`src/rtl/store_buffer.sv`:
```
// Store buffer: turns byte/half/word stores into lane-aligned data plus byte masks and drains them into four byte banks.
// Optional STORE_COALESCE_EN merges a store into the newest entry when both address the same word.
`ifndef BYTE
`define BYTE 2'b00
`endif
`ifndef HALF
`define HALF 2'b01
`endif
`ifndef WORD
`define WORD 2'b10
`endif

module store_buffer #(
  parameter int DEPTH       = 4,
  parameter int INDEX_WIDTH = 17
) (
  input  logic                   clock,
  input  logic                   reset,
  input  logic                   store_valid,
  output logic                   store_ready,
  input  logic [31:0]            store_address,
  input  logic [31:0]            store_data,
  input  logic [1:0]             store_size,
  input  logic                   mem_grant,
  output logic [3:0]             bank_write,
  output logic [INDEX_WIDTH-1:0] bank_index,
  output logic [31:0]            bank_data,
  output logic                   empty,
  output logic                   full,
  output logic                   store_misaligned
);

  localparam int PTR_W = $clog2(DEPTH);

  logic [INDEX_WIDTH-1:0] r_idxMem  [DEPTH];
  logic [3:0]             r_maskMem [DEPTH];
  logic [31:0]            r_dataMem [DEPTH];

  logic [PTR_W-1:0] r_wrPtr;
  logic [PTR_W-1:0] r_rdPtr;
  logic [PTR_W:0]   r_count;
  logic             r_misaligned;

  logic [1:0]             w_offset;
  logic [3:0]             w_mask;
  logic [31:0]            w_data;
  logic                   w_misaligned;
  logic [INDEX_WIDTH-1:0] w_index;
  logic                   w_accept;
  logic                   w_pop;
  logic                   w_merge;
  logic                   w_push;

  assign w_offset = store_address[1:0];
  assign w_index  = store_address[INDEX_WIDTH+1:2];

  generate
    if (INDEX_WIDTH < 30) begin : gUnusedAddr
      logic w_unusedAddr;
      assign w_unusedAddr = ^store_address[31:INDEX_WIDTH+2];
    end
  endgenerate

  // Lane formation; a misaligned request keeps a zero mask and is dropped.
  always_comb begin
    w_mask       = 4'b0000;
    w_data       = 32'h0;
    w_misaligned = 1'b0;
    case (store_size)
      `BYTE: begin
        w_mask = 4'b0001 << w_offset;
        w_data = {24'h0, store_data[7:0]} << {w_offset, 3'b000};
      end
      `HALF: begin
        if (w_offset[0]) begin
          w_misaligned = 1'b1;
        end else if (w_offset[1]) begin
          w_mask = 4'b1100;
          w_data = {store_data[15:0], 16'h0};
        end else begin
          w_mask = 4'b0011;
          w_data = {16'h0, store_data[15:0]};
        end
      end
      default: begin
        if (w_offset != 2'b00) begin
          w_misaligned = 1'b1;
        end else begin
          w_mask = 4'b1111;
          w_data = store_data;
        end
      end
    endcase
  end

  assign full        = (r_count == (PTR_W+1)'(DEPTH));
  assign empty       = (r_count == '0);
  assign store_ready = !full;
  assign w_accept    = store_valid && !full;
  assign w_pop       = !empty && mem_grant;

`ifdef STORE_COALESCE_EN
  logic [PTR_W-1:0] w_tailPtr;
  assign w_tailPtr = r_wrPtr - 1'b1;
  // The tail is also the head when only one entry exists; never merge into an entry leaving this cycle.
  assign w_merge = w_accept && !w_misaligned && !empty &&
                   (r_idxMem[w_tailPtr] == w_index) &&
                   !(w_pop && (r_count == (PTR_W+1)'(1)));
`else
  assign w_merge = 1'b0;
`endif

  assign w_push = w_accept && !w_misaligned && !w_merge;

  always_ff @(posedge clock or posedge reset) begin
    if (reset) begin
      r_wrPtr      <= '0;
      r_rdPtr      <= '0;
      r_count      <= '0;
      r_misaligned <= 1'b0;
    end else begin
      r_misaligned <= w_accept && w_misaligned;
      if (w_push) r_wrPtr <= r_wrPtr + 1'b1;
      if (w_pop)  r_rdPtr <= r_rdPtr + 1'b1;
      if (w_push && !w_pop)      r_count <= r_count + 1'b1;
      else if (!w_push && w_pop) r_count <= r_count - 1'b1;
    end
  end

  always_ff @(posedge clock) begin
    if (w_push) begin
      r_idxMem[r_wrPtr]  <= w_index;
      r_maskMem[r_wrPtr] <= w_mask;
      r_dataMem[r_wrPtr] <= w_data;
    end
`ifdef STORE_COALESCE_EN
    else if (w_merge) begin
      r_maskMem[w_tailPtr] <= r_maskMem[w_tailPtr] | w_mask;
      for (int k = 0; k < 4; k++) begin
        if (w_mask[k]) r_dataMem[w_tailPtr][8*k +: 8] <= w_data[8*k +: 8];
      end
    end
`endif
  end

  assign bank_write       = w_pop ? r_maskMem[r_rdPtr] : 4'b0000;
  assign bank_index       = r_idxMem[r_rdPtr];
  assign bank_data        = r_dataMem[r_rdPtr];
  assign store_misaligned = r_misaligned;

endmodule

```
`config.mk`:
```
export PLATFORM = sky130hd
export DESIGN_NAME = store_buffer
export DESIGN_NICKNAME = d
export VERILOG_FILES = /design/src/rtl/store_buffer.sv
export SDC_FILE = /design/constraint.sdc
export NUM_CORES = 1
export LEC_CHECK = 0
export BUFFER_PORTS_ARGS = -buffer_cell sky130_fd_sc_hd__buf_4
export CELL_PAD_IN_SITES_DETAIL_PLACEMENT = 0
export CELL_PAD_IN_SITES_GLOBAL_PLACEMENT = 1
export CORE_MARGIN = 2
export CORE_UTILIZATION = 49
export DETAILED_ROUTE_END_ITERATION = 6
export GPL_TIMING_DRIVEN = 0
export PLACE_DENSITY_LB_ADDON = 0.1
export SLEW_MARGIN = 20
export SYNTH_ARGS = -nofsm -noshare
export SYNTH_HDL_FRONTEND = slang
export SYNTH_SLANG_ARGS = --single-unit
```
`constraint.sdc`:
```
create_clock -name clock -period 3.35 [get_ports clock]
set_clock_uncertainty 0.05 [all_clocks]
set_input_delay 0.5025 -clock clock [delete_from_list [all_inputs] [get_ports clock]]
set_output_delay 0.5025 -clock clock [all_outputs]
set_load 0.05 [all_outputs]
```
==> out/metrics.cfg, run 1 <==
[logic_synthesis]
synth-seq-area-share_pct = 75.9
yosys_warnings = 0
synthCells = 416
synth_edf_count = 212
syn_area_sq_mm = 0.00865
synth_area_per_cell_sq_um = 20.8
synth-main-ff-cell = edfxtp_1
synth-async-reset-ratio_pct = 3.64
synth-seq-cells = 220
synth.distinct_cells = 33
syn_nets = 492

[power]
peakVddDrop_mv = 0.527
p_leak_uw = 0.00376
power_density_mw_per_mm2 = 929

[run]
drv_cap = 0

[sta]
max_slew_margin_pct = 39.8
holdWs_ns = 0.148
final_hold_viol_count = 0
worst_slew_pin_slew_ns = 0.896
rsz0062_at_grt = false
fin_tns_setup_ns = 0
setup_violations = 0
final.min_clock_period_ns = 2.86
max_freq_ghz = 0.350
slew_viol_final = 0
period_share_pct = 85.2

[detailed_routing]
dr.pass1.iters = 5
vias = 4451
wl_per_cell_um = 21.7
highest_layer = met4
wl_mm = 17.4
drc_errors = 0
dr_wl_met2_mm = 8.41
antenna_left = 0
drtIter0Drc = 287
via_per_inst = 5.56
wl_met1_mm = 7.36
dr_wl_met3_mm = 1.19

[floorplanning]
die_area_sq_mm = 0.0187
rows = 48
core_sq_mm = 0.0173
io_pins = 127
die_w_um = 137
die_h_um = 137
start_util_pct = 50.0

[critical_path]
crit_type = flip-flop to output pin
cpPeakStageDelay_ns = 0.57
cp_max_fo = 10
end_kind = output pin
crit_slowest_cell = buf_1
start_kind = flip-flop
reg2reg_depth = 7
crit_chain = buf_2, buf_1, mux4_2, buf_4
required_ns = 2.80
worstPathArrival_ns = 2.30

[clock_tree]
clk_latency_ns = 0.50
cts_root_buf = clkbuf_16
cts_made_buffers = 23
cts_buffer_depth = 3
cts_tree = done
post-cts-setup-buffer-count = 0
clock_sinks = 220
clk_pin_slew_ns = 0.06
cts_resized = 0
htree_levels = 1

[grt]
grt_pass1_vias = 4767
grt_pass1_wl_mm = 26.3
antenna_found_initial = 0
grtUsageTotal_pct = 19.2
overflow = 0
grt_max_degree = 41

[place]
gp_congestion = 0.817
post-dp-hpwl_mm = 11.2
placed_area_sq_mm = 0.00988
io_buffers = 113

[min_path]
hold_path.class = input port to flip-flop
holdPathStages = 1

[cells_and_area]
final_cell_area_sq_mm = 0.0107
drive_gt1_share_pct = 39.1
area_delta_synth_final_pct = 23.5
nets = 635
antenna-diode-count = 0

[outcome]
outcome = finished, final reports clean

sequential cells by signal, indices dropped and copies added (netlist names):
register	cells
r_dataMem	128
r_idxMem	68
r_maskMem	16
r_count	3
r_rdPtr	2
r_wrPtr	2
store_misaligned	1
layout make-up:
| class | count | area [sq um] |
|---|---|---|
| multi-input cells | 169 | 1980 |
| plain buffers | 21 | 96.3 |
| well taps | 225 | 282 |
| repair buffers | 118 | 946 |
| fillers | 1270 | 6620 |
| flip-flops and latches | 220 | 6570 |
| clock inverters | 16 | 206 |
| inverters | 6 | 22.5 |
| clock buffers | 26 | 587 |
power breakdown:
| group | total [uW] | internal, uW | switching [uW] |
|---|---|---|---|
| sequential | 3490 | 3390 | 97.9 |
| clock | 2630 | 1640 | 986 |
| combinational | 3800 | 1360 | 2440 |
| total | 9920 | 6390 | 3530 |
worst max-delay path, delay by kind of cell, from the launching register on:
family / cells / cell delay [ns]
buffers and inverters: 3 / 1.02
multiplexers: 1 / 0.46
flip-flops: 1 / 0.31
synthesized netlist by cell type, types with 2 or more instances:
cell type	n	area share, %
dfrtp_1	8	2.3
ha_1	5	0.72
and2b_1	4	0.35
a22oi_1	16	1.4
clkbuf_1	6	0.26
nor2b_1	2	0.14
nand2_1	17	0.74
buf_4	2	0.17
xor2_1	4	0.40
nor3_1	2	0.12
inv_1	6	0.26
nand3_1	8	0.46
a21oi_1	9	0.52
nor2_1	12	0.52
nor4bb_1	2	0.23
nand3b_1	8	0.69
and2_1	12	0.87
mux4_2	53	14
edfxtp_1	212	74
xnor2_1	4	0.40
buf_2	8	0.46
buf_1	5	0.22
cell usage in the layout (no fill, tap or decap), types with 5 or more instances in the layout:
cell       Yosys  routed
nor2_1        12      12
clkinv_1       0       6
clkbuf_16      0      23
buf_1          5       5
buf_4          2     115
nand2_1       17      17
ha_1           5       5
mux4_2        53      53
dfrtp_1        8       8
clkbuf_1       6       9
inv_1          6       6
nand3b_1       8       8
edfxtp_1     212     212
buf_2          8       8
bufinv_16      0       5
and2_1        12       8
a22oi_1       16      16
a21oi_1        9       9
nand3_1        8       8
final timing paths:
kind                       slack [ns]             start        endpoint
hold / removal                   0.15  store_address[5]  r_idxMem[0][3]
hold reg to reg                  0.48        r_count[2]      r_count[2]
setup reg to reg                 0.78        r_count[0]      r_count[2]
min in group asynchronous        0.46             reset      r_count[0]
max in group asynchronous        2.55             reset      r_wrPtr[0]
setup / recovery                 0.49        r_rdPtr[1]    bank_data[8]
stage by stage:
step                      util (%)  power, uW  setup slack [ns]  cells
after global routing          61.8      10300             0.351    801
after CTS                     61.8      10000             0.430    801
final                         61.8       9920             0.495    801
after detailed placement      57.1       7410             0.650    758
after global placement        56.5       7350            -0.912    754
after floorplan                  -       6300             0.541    416
what timing repair did:
item,4_1_cts,5_1_grt
endpoints found under the hold margin,8,0
hold buffers,1,0
endpoints found under the setup margin,0,0
logic make-up (layout without fill, tap and decap cells):
logic type,count (synthesis),after routing,share of synthesized area (%)
buffers and inverters,27,187,1.37
DFF,220,220,75.9
muxes,55,55,14.1
and+or+nand+nor,71,71,4.54
adders and majority gates,6,6,0.955
xor gates and xnor gates,8,8,0.810
AOI/OAI and AO/OA,29,29,2.31
layer usage:
layer  track usage [%]  vias to the layer above
met5                 0                        -
met4              5.15                        0
met3              4.33                       28
met2              30.8                      155
met1              27.0                     2285
li1                  -                     1983
Note: power is estimated with default switching activity, not from simulation.
==> run 2: changes to the inputs <==
--- a/config.mk
+++ b/config.mk
@@ -6,9 +6,10 @@
 export NUM_CORES = 1
 export LEC_CHECK = 0
+export ABC_AREA = 1
 export BUFFER_PORTS_ARGS = -buffer_cell sky130_fd_sc_hd__buf_4
 export CELL_PAD_IN_SITES_DETAIL_PLACEMENT = 0
 export CELL_PAD_IN_SITES_GLOBAL_PLACEMENT = 1
 export CORE_MARGIN = 2
-export CORE_UTILIZATION = 49
+export CORE_UTILIZATION = 46
 export DETAILED_ROUTE_END_ITERATION = 6
 export GPL_TIMING_DRIVEN = 0
==> constraint.sdc (replaced) <==
create_clock -name clock -period 3.35 [get_ports clock]
set_clock_uncertainty 0.05 [all_clocks]
set_input_delay 0.67 -clock clock [delete_from_list [all_inputs] [get_ports clock]]
set_output_delay 0.67 -clock clock [all_outputs]
set_load 0.05 [all_outputs]
==> run 2 against run 1 <==
  * Register-to-register slack gained 0.15 ns
  * Critical path depth grew 1
  * First-iteration DRC count grew 26%
  * Synthesized cell count grew 68%
  * Hold slack lost 0.069 ns
  * Core utilization shrank 3.2 points
  * Flip-flop and latch count is the same
  * Worst setup slack lost 0.13 ns
==> out/metrics.cfg, run 2 <==
[outcome]
outcome = finished, final reports clean

[floorplanning]
core_sq_mm = 0.0188
die_w_um = 143
rows = 50
die_area_sq_mm = 0.0204
start_util_pct = 47.2
io_pins = 127
die_h_um = 143

[clock_tree]
cts_resized = 0
cts_made_buffers = 23
cts_root_buf = clkbuf_16
cts_buffer_depth = 3
post-cts-setup-buffer-count = 0
clock_sinks = 220
clk_latency_ns = 0.49
htree_levels = 1
cts_tree = done
holdBufCountCts = 0
clk_pin_slew_ns = 0.06

[cells_and_area]
area_delta_synth_final_pct = 24.1
largest_reg_flops = 128
nets = 924
layout_commonest_cell = edfxtp_1
top_regs = r_dataMem x128, r_idxMem x68, r_maskMem x16
instances_no_fill = 1098
largest-register = r_dataMem
layout_common_cells = edfxtp_1, buf_4, nor2_1, o21ai_0, nand2_1
antenna-diode-count = 0
drive_gt1_share_pct = 21.8

[sta]
setup_violations = 0
final.min_clock_period_ns = 2.99
fin_tns_setup_ns = 0
period_share_pct = 89.1
final_hold_viol_count = 0
rsz0062_at_grt = false
max_freq_ghz = 0.335
max_slew_margin_pct = 55.5
slew_viol_final = 0
layout_setup_ws_ns = 0.364
holdWs_ns = 0.0792
worst_slew_pin_slew_ns = 0.668

[critical_path]
crit_type = flip-flop to output pin
crit_slowest_cell = clkbuf_1
rrSetupSlack_ns = 0.93
worst-path-buf-inv = 3
cpPeakStageDelay_ns = 0.46
cp.depth = 5
worstSetupStartpoint = r_rdPtr[0]
start_kind = flip-flop
reg2reg_depth = 6
worstPathArrival_ns = 2.27
cp_max_fo = 10
end_kind = output pin
cpMostUsedCell = buf_4
critical_path.top_delay_family = buffers and inverters
r2r-end = r_dataMem[1][15]
required_ns = 2.63
crit_end = bank_data[24]
crit_chain = buf_4, clkbuf_1, o21ai_0, o22ai_1, buf_4
timing.rr.start = r_count[0]

[detailed_routing]
wl_per_cell_um = 20.8
wl_mm = 22.8
via_per_inst = 5.56
dr.pass1.iters = 5
antenna_left = 0
vias = 6108
drtIter0Drc = 362
drc_errors = 0

[logic_synthesis]
synth.distinct_cells = 29
yosys.cell_count.top_type = edfxtp_1
synthCells = 699
synth_top_cell_area_share_pct = 71.9
synth-async-reset-ratio_pct = 3.64
yosys_warnings = 0
synth_common_cells = edfxtp_1, nor2_1, o21ai_0
yosys-top-cells-area = edfxtp_1, o21ai_0, nor2_1
syn_area_sq_mm = 0.00886
syn_nets = 775
synth-main-ff-cell = edfxtp_1
synth_area_per_cell_sq_um = 12.7
synth_top_area_cell = edfxtp_1
synth-seq-area-share_pct = 74.1
synth-seq-cells = 220
synth_edf_count = 212

[place]
post-place-cells = 1057
post-place-ws_ns = 0.341
post-dp-hpwl_mm = 15.3
io_buffers = 113
gp_congestion = 0.851

[power]
report.power.total_uw = 10500
p_leak_uw = 0.00402
power_density_mw_per_mm2 = 959
peakVddDrop_mv = 0.662

[grt]
antenna_found_initial = 0
grt_max_degree = 20
grt_pass1_vias = 6206
grt_pass1_wl_mm = 34.7
overflow = 0
grtUsageTotal_pct = 22.7

[min_path]
hold_path.class = input port to asynchronous set/reset pin

[run]
drv_cap = 0

[run 2: cell count changes after synthesis, sizes merged, moves of 8 or more]
cell / delta
nand4: +9
a22oi: -16
nand2: +52
nand3: +13
mux4: -53
nor2: +111
nand3b: -8
clkbuf: +12
inv: +24
o22ai: +49
and2: -12
o21ai: +121
[run 2: worst min path at each step]
| stage | startpoint | end | slack [ns] |
|---|---|---|---|
| floorplan | reset | r_count[0] | 0.44 |
| global placement | r_wrPtr[1] | r_wrPtr[1] | 0.45 |
| CTS | reset | store_misaligned | 0.08 |
| detailed placement | r_wrPtr[0] | r_wrPtr[0] | 0.48 |
| finish | reset | r_rdPtr[1] | 0.08 |
| global route | reset | r_rdPtr[0] | 0.10 |
[run 2: area by class of cell]
cell class | instances | area, sq um
fill | 1536 | 7780
sequential | 220 | 6570
multi-input combinational | 409 | 2010
timing repair buffer | 124 | 1140
clock buffer | 26 | 587
tap | 234 | 293
buffer | 39 | 193
inverter | 31 | 120
clock inverter | 15 | 88.8
[run 2: cell families after synthesis]
logic type,after synthesis,share of synthesized area [%]
adder cells (fa/ha/maj),6,0.932
flip-flops,220,74.1
AND/OR/NAND/NOR,224,10.4
buffers and inverters,70,3.53
XOR/XNOR,3,0.297
AO/OA/AOI/OAI,176,10.7
[run 2: per-stage QoR]
stage               cell area [sq um]  utilization, %
finish                          11000            58.6
detailed placement              10300            55.0
global route                    11000            58.6
global placement                10000            53.3
CTS                             11000            58.6
floorplan                        8860               -
[run 2: per-layer routing]
metal	global-route usage, %	vias to the layer above	routed length [um]
met5	0	-	0
met1	30.1	3019	9790
met2	40.3	202	11400
li1	-	2851	-
met4	5.26	0	515
met3	2.85	36	1100
[run 2: report_power, final]
part	total [uW]	internal (uW)	switching [uW]	leakage (uW)
combinational	4830	1320	3510	0.00164
sequential	3420	3320	93.5	0.00205
clock	2290	1320	969	0.000335
